**config.mk**
```make
export PLATFORM = sky130hd
export DESIGN_NAME = mem_stage
export DESIGN_NICKNAME = d
export VERILOG_FILES = /design/src/rtl/mem_stage_pkg.sv /design/src/rtl/mem_timeout_ctr.sv /design/src/rtl/mem_stage.sv
export SDC_FILE = /design/constraint.sdc
export NUM_CORES = 1
export LEC_CHECK = 0
export BUFFER_PORTS_ARGS = -buffer_cell sky130_fd_sc_hd__buf_2
export CORE_ASPECT_RATIO = 1.5
export CORE_MARGIN = 4
export CORE_UTILIZATION = 40
export CTS_CLUSTER_DIAMETER = 60
export CTS_CLUSTER_SIZE = 16
export DETAILED_ROUTE_END_ITERATION = 8
export PLACE_DENSITY = 0.83
export SETUP_SLACK_MARGIN = 0.15
export SLEW_MARGIN = 20
export SYNTH_ARGS = -nofsm -noshare
export SYNTH_HDL_FRONTEND = slang
export SYNTH_SLANG_ARGS = --single-unit
export TNS_END_PERCENT = 1
```
**constraint.sdc**
```tcl
create_clock -name clk -period 1.63 [get_ports clk]
set_input_delay 0.163 -clock clk [delete_from_list [all_inputs] [get_ports clk]]
set_output_delay 0.163 -clock clk [all_outputs]
set_load 0.005 [all_outputs]
```
**src/rtl/mem_stage_pkg.sv**
```systemverilog
// Shared types and constants for the memory pipeline stage.
package mem_stage_pkg;

    localparam int DEF_ADDR_W = 32;
    localparam int DEF_DATA_W = 32;
    localparam int REG_IDX_W  = 3;

    localparam logic [1:0] ALIGN_MASK = 2'b11;

    typedef enum logic [1:0] {
        ST_IDLE   = 2'd0,
        ST_ACCESS = 2'd1,
        ST_RETIRE = 2'd2
    } state_e;

    // Word accesses only: any set low address bit is a misalignment.
    function automatic logic is_misaligned(input logic [1:0] addr_lo);
        return (addr_lo & ALIGN_MASK) != 2'b00;
    endfunction

endpackage

```
**src/rtl/mem_timeout_ctr.sv**
```systemverilog
// Access watchdog: counts enabled cycles since the last clear and flags
// the cycle in which the LIMIT-th enabled cycle occurs.
module mem_timeout_ctr #(
    parameter int LIMIT = 16
) (
    input  logic clk,
    input  logic rst_n,
    input  logic clr,
    input  logic en,
    output logic expire
);

    localparam int CNT_W = $clog2(LIMIT + 1);

    logic [CNT_W-1:0] cnt_q;

    always_ff @(posedge clk or negedge rst_n) begin
        if (!rst_n) begin
            cnt_q <= '0;
        end else if (clr) begin
            cnt_q <= '0;
        end else if (en) begin
            cnt_q <= cnt_q + 1'b1;
        end
    end

    assign expire = en && (cnt_q == CNT_W'(LIMIT - 1));

endmodule

```
**src/rtl/mem_stage.sv**
```systemverilog
// Memory stage: one instruction in flight, req/ack data-memory access, registered
// writeback packet. Define MEM_STAGE_TIMEOUT_EN to abort stalled accesses.
module mem_stage
    import mem_stage_pkg::*;
#(
    parameter int ADDR_W         = DEF_ADDR_W,
    parameter int DATA_W         = DEF_DATA_W,
    parameter int TIMEOUT_CYCLES = 16
) (
    input  logic                 clk,
    input  logic                 rst_n,
    input  logic                 ex_valid,
    output logic                 ex_ready,
    input  logic [DATA_W-1:0]    ex_result,
    input  logic [REG_IDX_W-1:0] ex_dest,
    input  logic                 ex_w_enable,
    input  logic                 ex_is_load,
    input  logic                 ex_is_store,
    input  logic [ADDR_W-1:0]    ex_addr,
    input  logic [DATA_W-1:0]    ex_store_data,
    output logic                 dmem_req,
    output logic                 dmem_we,
    output logic [ADDR_W-1:0]    dmem_addr,
    output logic [DATA_W-1:0]    dmem_wdata,
    input  logic                 dmem_ack,
    input  logic [DATA_W-1:0]    dmem_rdata,
    output logic                 wb_valid,
    output logic                 wb_we,
    output logic [REG_IDX_W-1:0] wb_dest,
    output logic [DATA_W-1:0]    wb_value,
    output logic                 exc_misalign,
    output logic                 bus_err
);

    if (TIMEOUT_CYCLES < 1) begin : g_bad_cfg
        $error("mem_stage: TIMEOUT_CYCLES must be at least 1");
    end

    state_e                 state_q;
    logic                   dmem_req_q;
    logic                   dmem_we_q;
    logic [ADDR_W-1:0]      dmem_addr_q;
    logic [DATA_W-1:0]      dmem_wdata_q;
    logic                   wb_valid_q;
    logic                   wb_we_q;
    logic [REG_IDX_W-1:0]   wb_dest_q;
    logic [DATA_W-1:0]      wb_value_q;
    logic                   exc_q;
    logic                   bus_err_q;
    logic                   ld_q;
    logic                   wen_q;

    logic                   mem_op;
    logic                   misalign;
    logic                   timeout_expire;

    assign ex_ready = (state_q == ST_IDLE);
    assign mem_op   = ex_is_load | ex_is_store;
    assign misalign = is_misaligned(ex_addr[1:0]);

`ifdef MEM_STAGE_TIMEOUT_EN
    mem_timeout_ctr #(
        .LIMIT (TIMEOUT_CYCLES)
    ) u_timeout (
        .clk    (clk),
        .rst_n  (rst_n),
        .clr    (state_q != ST_ACCESS),
        .en     ((state_q == ST_ACCESS) && !dmem_ack),
        .expire (timeout_expire)
    );
`else
    assign timeout_expire = 1'b0;
`endif

    always_ff @(posedge clk or negedge rst_n) begin
        if (!rst_n) begin
            state_q      <= ST_IDLE;
            dmem_req_q   <= 1'b0;
            dmem_we_q    <= 1'b0;
            dmem_addr_q  <= '0;
            dmem_wdata_q <= '0;
            wb_valid_q   <= 1'b0;
            wb_we_q      <= 1'b0;
            wb_dest_q    <= '0;
            wb_value_q   <= '0;
            exc_q        <= 1'b0;
            bus_err_q    <= 1'b0;
            ld_q         <= 1'b0;
            wen_q        <= 1'b0;
        end else begin
            wb_valid_q <= 1'b0;
            exc_q      <= 1'b0;
            bus_err_q  <= 1'b0;
            case (state_q)
                ST_IDLE: begin
                    if (ex_valid) begin
                        wb_dest_q <= ex_dest;
                        if (!mem_op) begin
                            state_q    <= ST_RETIRE;
                            wb_valid_q <= 1'b1;
                            wb_we_q    <= ex_w_enable;
                            wb_value_q <= ex_result;
                        end else if (misalign) begin
                            state_q    <= ST_RETIRE;
                            wb_valid_q <= 1'b1;
                            wb_we_q    <= 1'b0;
                            exc_q      <= 1'b1;
                        end else begin
                            // A combined load+store request is executed as a load.
                            state_q      <= ST_ACCESS;
                            dmem_req_q   <= 1'b1;
                            dmem_we_q    <= ex_is_store & ~ex_is_load;
                            dmem_addr_q  <= ex_addr;
                            dmem_wdata_q <= ex_store_data;
                            ld_q         <= ex_is_load;
                            wen_q        <= ex_w_enable;
                        end
                    end
                end
                ST_ACCESS: begin
                    if (dmem_ack) begin
                        state_q    <= ST_RETIRE;
                        dmem_req_q <= 1'b0;
                        wb_valid_q <= 1'b1;
                        wb_we_q    <= ld_q & wen_q;
                        if (ld_q) begin
                            wb_value_q <= dmem_rdata;
                        end
                    end else if (timeout_expire) begin
                        state_q    <= ST_RETIRE;
                        dmem_req_q <= 1'b0;
                        wb_valid_q <= 1'b1;
                        wb_we_q    <= 1'b0;
                        bus_err_q  <= 1'b1;
                    end
                end
                ST_RETIRE: begin
                    state_q <= ST_IDLE;
                end
                default: begin
                    state_q <= ST_IDLE;
                end
            endcase
        end
    end

    assign dmem_req     = dmem_req_q;
    assign dmem_we      = dmem_we_q;
    assign dmem_addr    = dmem_addr_q;
    assign dmem_wdata   = dmem_wdata_q;
    assign wb_valid     = wb_valid_q;
    assign wb_we        = wb_we_q;
    assign wb_dest      = wb_dest_q;
    assign wb_value     = wb_value_q;
    assign exc_misalign = exc_q;
    assign bus_err      = bus_err_q;

endmodule

```
After elaboration in Yosys (flattened, before gate mapping)
Cells that the tools add are included.
{"block": "word_totals", "reg_bits": 108, "input_bits": 138, "out_inout_bits": 106, "elab_cells": 62}
{"block": "op_classes", "n_eq_ne": 8, "muxes": 28, "n_bitwise": 5, "n_reduce_logical": 9}
{"op": "two-way mux 32 bit", "count": 4}
{"op": "one-hot mux 32 bit (2 select lines)", "count": 1}
{"op": "two-way mux 1 bit", "count": 15}
{"op": "!= test 2 bit, second input constant", "count": 5}
{"op": "AND reduction 5 bit", "count": 2}
{"op": "two-way mux 2 bit", "count": 4}
{"op": "AND reduction 4 bit", "count": 2}
{"op": "one-hot mux 1 bit (2 select lines)", "count": 3}
{"op": "one-hot mux 2 bit (2 select lines)", "count": 1}
{"op": "AND reduction 2 bit", "count": 2}
{"op": "nonzero test 2 bit", "count": 2}
{"op": "!= test 3 x 2 -> 1 bit, second input constant", "count": 1}
{"op": "AND 1 bit", "count": 2}
{"op": "equality test 2 x 1 -> 1 bit, second input constant", "count": 1}
{"op": "logical NOT 2 bit", "count": 1}
{"op": "!= test 2 x 1 -> 1 bit, second input constant", "count": 1}
{"op": "inverter 1 bit", "count": 2}
{"op": "bitwise OR 1 bit", "count": 1}

Depth between registers and ports, before layout
{"block": "logic_depth", "word_depth": 5, "depth_mapped": 7, "depth_no_buf": 4}

Worst setup path after synthesis
No wires, ideal clock.
{"block": "synth_timing", "path_kind": "register to register", "startpoint": "reg state_q[0]", "endpoint": "reg dmem_wdata_q[13], in the netlist dmem_wdata[13]", "setup_ps": 127, "arrival_ps": 1532, "required_time_ps": 1503, "slack_ps": -30, "path_stages_with_launch": 7, "n_path_buf": 3, "period_less_slack_ps": 1660, "cell_sequence": "dfrtp_1 > buf_4 > nor3b_4 > nand3_2 > buf_6 > buf_6 > mux2_1"}
{"block": "synth_between", "elab_chain_len": 2}
{"element": "start: declaration", "line": "mem_stage.sv:39", "rtl": "state_e state_q;"}
{"element": "start signal: assignment", "line": "mem_stage.sv:77", "rtl": "state_q <= ST_IDLE;"}
{"element": "start signal: assignment", "line": "mem_stage.sv:99", "rtl": "state_q <= ST_RETIRE;"}
{"element": "start signal: assignment", "line": "mem_stage.sv:104", "rtl": "state_q <= ST_RETIRE;"}
{"element": "logical NOT 2 bit", "line": "mem_stage.sv:94", "rtl": "case (state_q)"}
{"element": "AND reduction 4 bit (no source line)"}
{"element": "end signal: assignment", "line": "mem_stage.sv:114", "rtl": "dmem_wdata_q <= ex_store_data;"}
{"element": "end: declaration", "line": "mem_stage.sv:43", "rtl": "logic [DATA_W-1:0] dmem_wdata_q;"}
No other way between the ends.
A chain may end at the register's enable or synchronous reset.

Worst setup path in the final report
{"block": "layout_timing", "startpoint": "reg state_q[0]", "endpoint": "reg wb_value_q[20], in the netlist wb_value[20]"}
{"block": "layout_between", "elab_chain_len": 3, "word_cells_on_any_way": 9, "classes_between": "eq/ne: 5; mux: 1; reduce/logical: 3"}
{"element": "equality test 2 x 1 -> 1 bit / logical NOT 2 bit (equally long branches)", "line": "mem_stage.sv:94"}
{"element": "!= test 2 bit (no source line) / nonzero test 2 bit (equally long branches)"}
{"element": "AND reduction 5 bit (no source line)"}
{"element": "end signal: assignment", "line": "mem_stage.sv:102", "rtl": "wb_value_q <= ex_result;"}
{"element": "end signal: assignment", "line": "mem_stage.sv:127", "rtl": "wb_value_q <= dmem_rdata;"}
{"element": "end: declaration", "line": "mem_stage.sv:47", "rtl": "logic [DATA_W-1:0] wb_value_q;"}
Parallel ways exist; a longest one is shown, timed or not.

==> flow_metrics.py <==
metrics = {
    "timing": {
        "setup_ws_ps": -48.3,
        "worstMarginPinSlew_ps": 524,
        "fin_crit_ps": 1680,
        "period_share": 1.03,
        "hold_ws_ps": 53.3,
        "finalSetupTns_ps": -537,
        "max_freq_mhz": 596,
        "max_slew_margin": 0.651,
        "rsz0062_at_grt": "yes",
        "finClkSkew_ps": 7.35,
        "hold_viol": 0,
        "finalSetupViolations": 20,
        "slew_viol_final": 0,
    },
    "power_and_ir_drop": {
        "switchingPower_mw": 2.32,
        "ir_worst_vdd_mv": 0.816,
        "powerDensity_mw_per_mm2": 1310,
        "combPwrFrac": 0.281,
        "p_leak_nw": 3.18,
        "p_sw_frac": 0.279,
        "seqPwrFrac": 0.471,
        "internal_power_mw": 6.00,
        "pwr-share-clk": 0.249,
    },
    "detailed_routing": {
        "wirelength_mm": 11.5,
        "vias": 3480,
        "dr.first_iter.drc_count": 87,
        "viasPerCell": 4.81,
        "drc": 0,
        "ant_nets": 0,
        "wl_per_cell_um": 15.9,
        "drtPass1Iterations": 4,
    },
    "critical_path": {
        "crit_buf_inv": 3,
        "r2r_cells": 6,
        "critPathCaptureType": "flop",
        "critPathMaxStageDelay_ps": 530,
        "cp.arrival_ps": 1890,
        "crit_path_start_kind": "flop",
        "required_ps": 1840,
        "rr_endpoint": "wb_value[20]",
        "cp_cell_sequence": "or4b_4, a21oi_4, buf_4, buf_12, buf_16, a21oi_1",
        "reg2reg_slack_ps": -50,
        "path_max_fanout": 10,
        "r2r-start": "state_q[0]",
        "slowest_stage": "or4b_4",
        "critical_path.top_delay_family": "simple AND/OR/NAND/NOR gates",
        "worstSetupPathType": "reg -> reg",
    },
    "layout": {
        "final_cells": 723,
        "nNetsFinal": 712,
        "fin_util": 0.596,
        "antenna-diode-count": 0,
        "seq_area_mm2": 0.00270,
        "areaGrowthSynthToFinish_pct": 45.3,
        "multi_input_area_mm2": 0.00164,
        "nFillCells": 831,
        "drive_gt1_frac": 0.606,
    },
    "hold_path": {
        "hp-start": "ex_store_data[31]",
        "hold_class": "in -> reg",
        "whs_path_depth": 2,
        "min_to": "dmem_wdata[31]",
    },
    "status": {
        "violations": "setup timing",
        "status": "finished, violations left",
    },
    "clock_network": {
        "cts_sinks": 108,
        "cts_root_buf": "clkbuf_16",
        "clockBufferDepth": 2,
        "cts_tree": "yes",
        "cts_made_buffers": 9,
        "clk_pin_slew_ps": 70,
        "clock_latency_ps": 330,
        "htree_levels": 3,
    },
    "place": {
        "placed_cells": 698,
        "place_ws_ps": -88.9,
        "hpwl_mm": 8.71,
        "io_buffers": 242,
        "gp_congestion": 0.759,
    },
    "global_route": {
        "grt_start_max_net_pins": 54,
        "antenna_found_initial": 1,
        "grt_pass1_wl_mm": 18.0,
        "overflow": 0,
        "grt_use_total": 0.179,
        "grt_pass1_vias": 3721,
    },
    "die": {
        "die_height_um": 136,
        "dieWidth_um": 93.3,
        "fp.dieArea_mm2": 0.0127,
        "floorplan.initialDensity": 0.410,
        "pin_count": 244,
        "coreArea_mm2": 0.0106,
        "rows": 46,
    },
    "logic_synthesis": {
        "ys_warn_count": 0,
        "syn_inst": 319,
        "synth_nets": 457,
        "synthesis.area_mm2": 0.00437,
        "synth_seq_cells": 108,
        "ys_seq_area_frac": 0.618,
        "syn_area_per_cell_um2": 13.7,
        "yosys.cell_types.count": 27,
    },
    "run": {
        "maxCapViolCount": 0,
    },
}
==> worst register-to-register path, delay by kind of cell (launching register included) <==
family | cells | cell delay [ps]
AND/OR/NAND/NOR | 1 | 530
buffers and inverters | 3 | 380
AO/OA/AOI/OAI | 2 | 250
flip-flops | 1 | 410
==> area by class of cell <==
type	count	share of cell area
Inverter	3	0.00177
Multi-Input combinational cell	190	0.258
Clock buffer	12	0.0404
Clock inverter	4	0.00512
Timing Repair Buffer	262	0.241
Sequential cell	108	0.426
Tap cell	144	0.0284
==> power by group through the flow <==
| stage | Clock (mW) | Combinational, mW | Sequential, mW |
|---|---|---|---|
| floorplan | 0 | 0.886 | 3.99 |
| global placement | 0 | 2.14 | 3.91 |
| detailed placement | 0 | 2.23 | 3.95 |
| CTS | 2.13 | 2.38 | 3.92 |
| global route | 2.24 | 2.57 | 4.02 |
| finish | 2.07 | 2.34 | 3.92 |
==> sequential cells by signal, summed over array words and instances, names as in the netlist <==
signal	count
dmem_addr	32
dmem_req	1
dmem_wdata	32
dmem_we	1
exc_misalign	1
ld_q	1
state_q	2
wb_dest	3
wb_valid	1
wb_value	32
wb_we	1
wen_q	1
==> metrics by stage <==
stage	power, mW	area, um^2
floorplan	4.88	4380
global placement	6.05	5820
detailed placement	6.18	5820
CTS	8.43	6350
global route	8.83	6350
finish	8.32	6350
==> cells in the mapped netlist <==
cell        n  area share
a21oi_1    32       0.037
a21oi_4     1      0.0037
a41oi_1     1      0.0020
and2_1      2      0.0029
buf_1       1     0.00086
buf_2      11       0.013
buf_4       2      0.0034
buf_6       2      0.0052
clkbuf_1    2      0.0017
conb_1      1     0.00086
dfrtp_1   108        0.62
inv_1       3      0.0026
mux2_1      1      0.0026
mux2_2     63        0.16
mux2_4      4       0.014
mux2i_1    32       0.073
nand2_1     2      0.0017
nand3_1     2      0.0023
nand3_2     1      0.0023
nor2_1     35       0.030
nor2b_1     1      0.0014
nor3b_1     1      0.0017
nor3b_4     1      0.0043
o21ai_0     7      0.0080
o31ai_1     1      0.0017
or2_2       1      0.0014
or4b_1      1      0.0023
==> logic make-up after synthesis <==
kind of cell / count (synthesis) / share of synthesized area
AOI/OAI and AO/OA: 42 / 0.0521
muxes: 100 / 0.252
buffers and inverters: 21 / 0.0263
other: 1 / 0.000858
DFF: 108 / 0.618
and+or+nand+nor: 47 / 0.0504
==> cell usage in the layout, fill, tap and decap left out <==
| master | instances |
|---|---|
| clkbuf_8 | 2 |
| or2_2 | 1 |
| a21oi_1 | 32 |
| or4b_4 | 1 |
| clkinvlp_4 | 2 |
| buf_12 | 6 |
| buf_4 | 8 |
| nor2_1 | 34 |
| mux2_4 | 23 |
| nand3_1 | 2 |
| buf_6 | 2 |
| o21ai_1 | 1 |
| clkbuf_16 | 9 |
| conb_1 | 1 |
| nor3b_4 | 1 |
| inv_1 | 3 |
| mux2_2 | 45 |
| inv_6 | 1 |
| o21ai_0 | 6 |
| nand2_1 | 2 |
| clkbuf_1 | 1 |
| a41oi_1 | 1 |
| nand3_4 | 1 |
| nor2b_1 | 1 |
| dfrtp_2 | 1 |
| buf_16 | 4 |
| dfrtp_1 | 107 |
| and2_1 | 2 |
| buf_2 | 241 |
| o31ai_1 | 1 |
| a21oi_4 | 1 |
| nor3b_1 | 1 |
| dlygate4sd3_1 | 1 |
| nor2_2 | 1 |
| clkinv_4 | 1 |
| mux2i_1 | 32 |
==> how the worst max path moves through the flow <==
stage / endpoint / startpoint / depth (start not counted)
floorplan: dmem_wdata[10] / state_q[0] / 6
global placement: wb_value[31] / state_q[0] / 5
detailed placement: wb_value[20] / state_q[0] / 5
CTS: wb_value[20] / state_q[0] / 6
global route: wb_value[28] / state_q[0] / 6
finish: wb_value[20] / state_q[0] / 6
==> timing repair <==
action                                  CTS  global route
endpoints found under the hold margin    23             0
resized for setup                        26             1
setup buffers                             4             0
pin swaps                                 2             1
gates cloned                              4             0
hold buffers                              1             0
endpoints found under the setup margin   98           104
==> layer usage <==
metal  part of all wire  GRT usage
met5            0.00069          0
met2               0.53      0.325
met1               0.35      0.194
met4              0.024     0.0701
met3              0.091     0.0504
(Power assumes the default switching activity.)
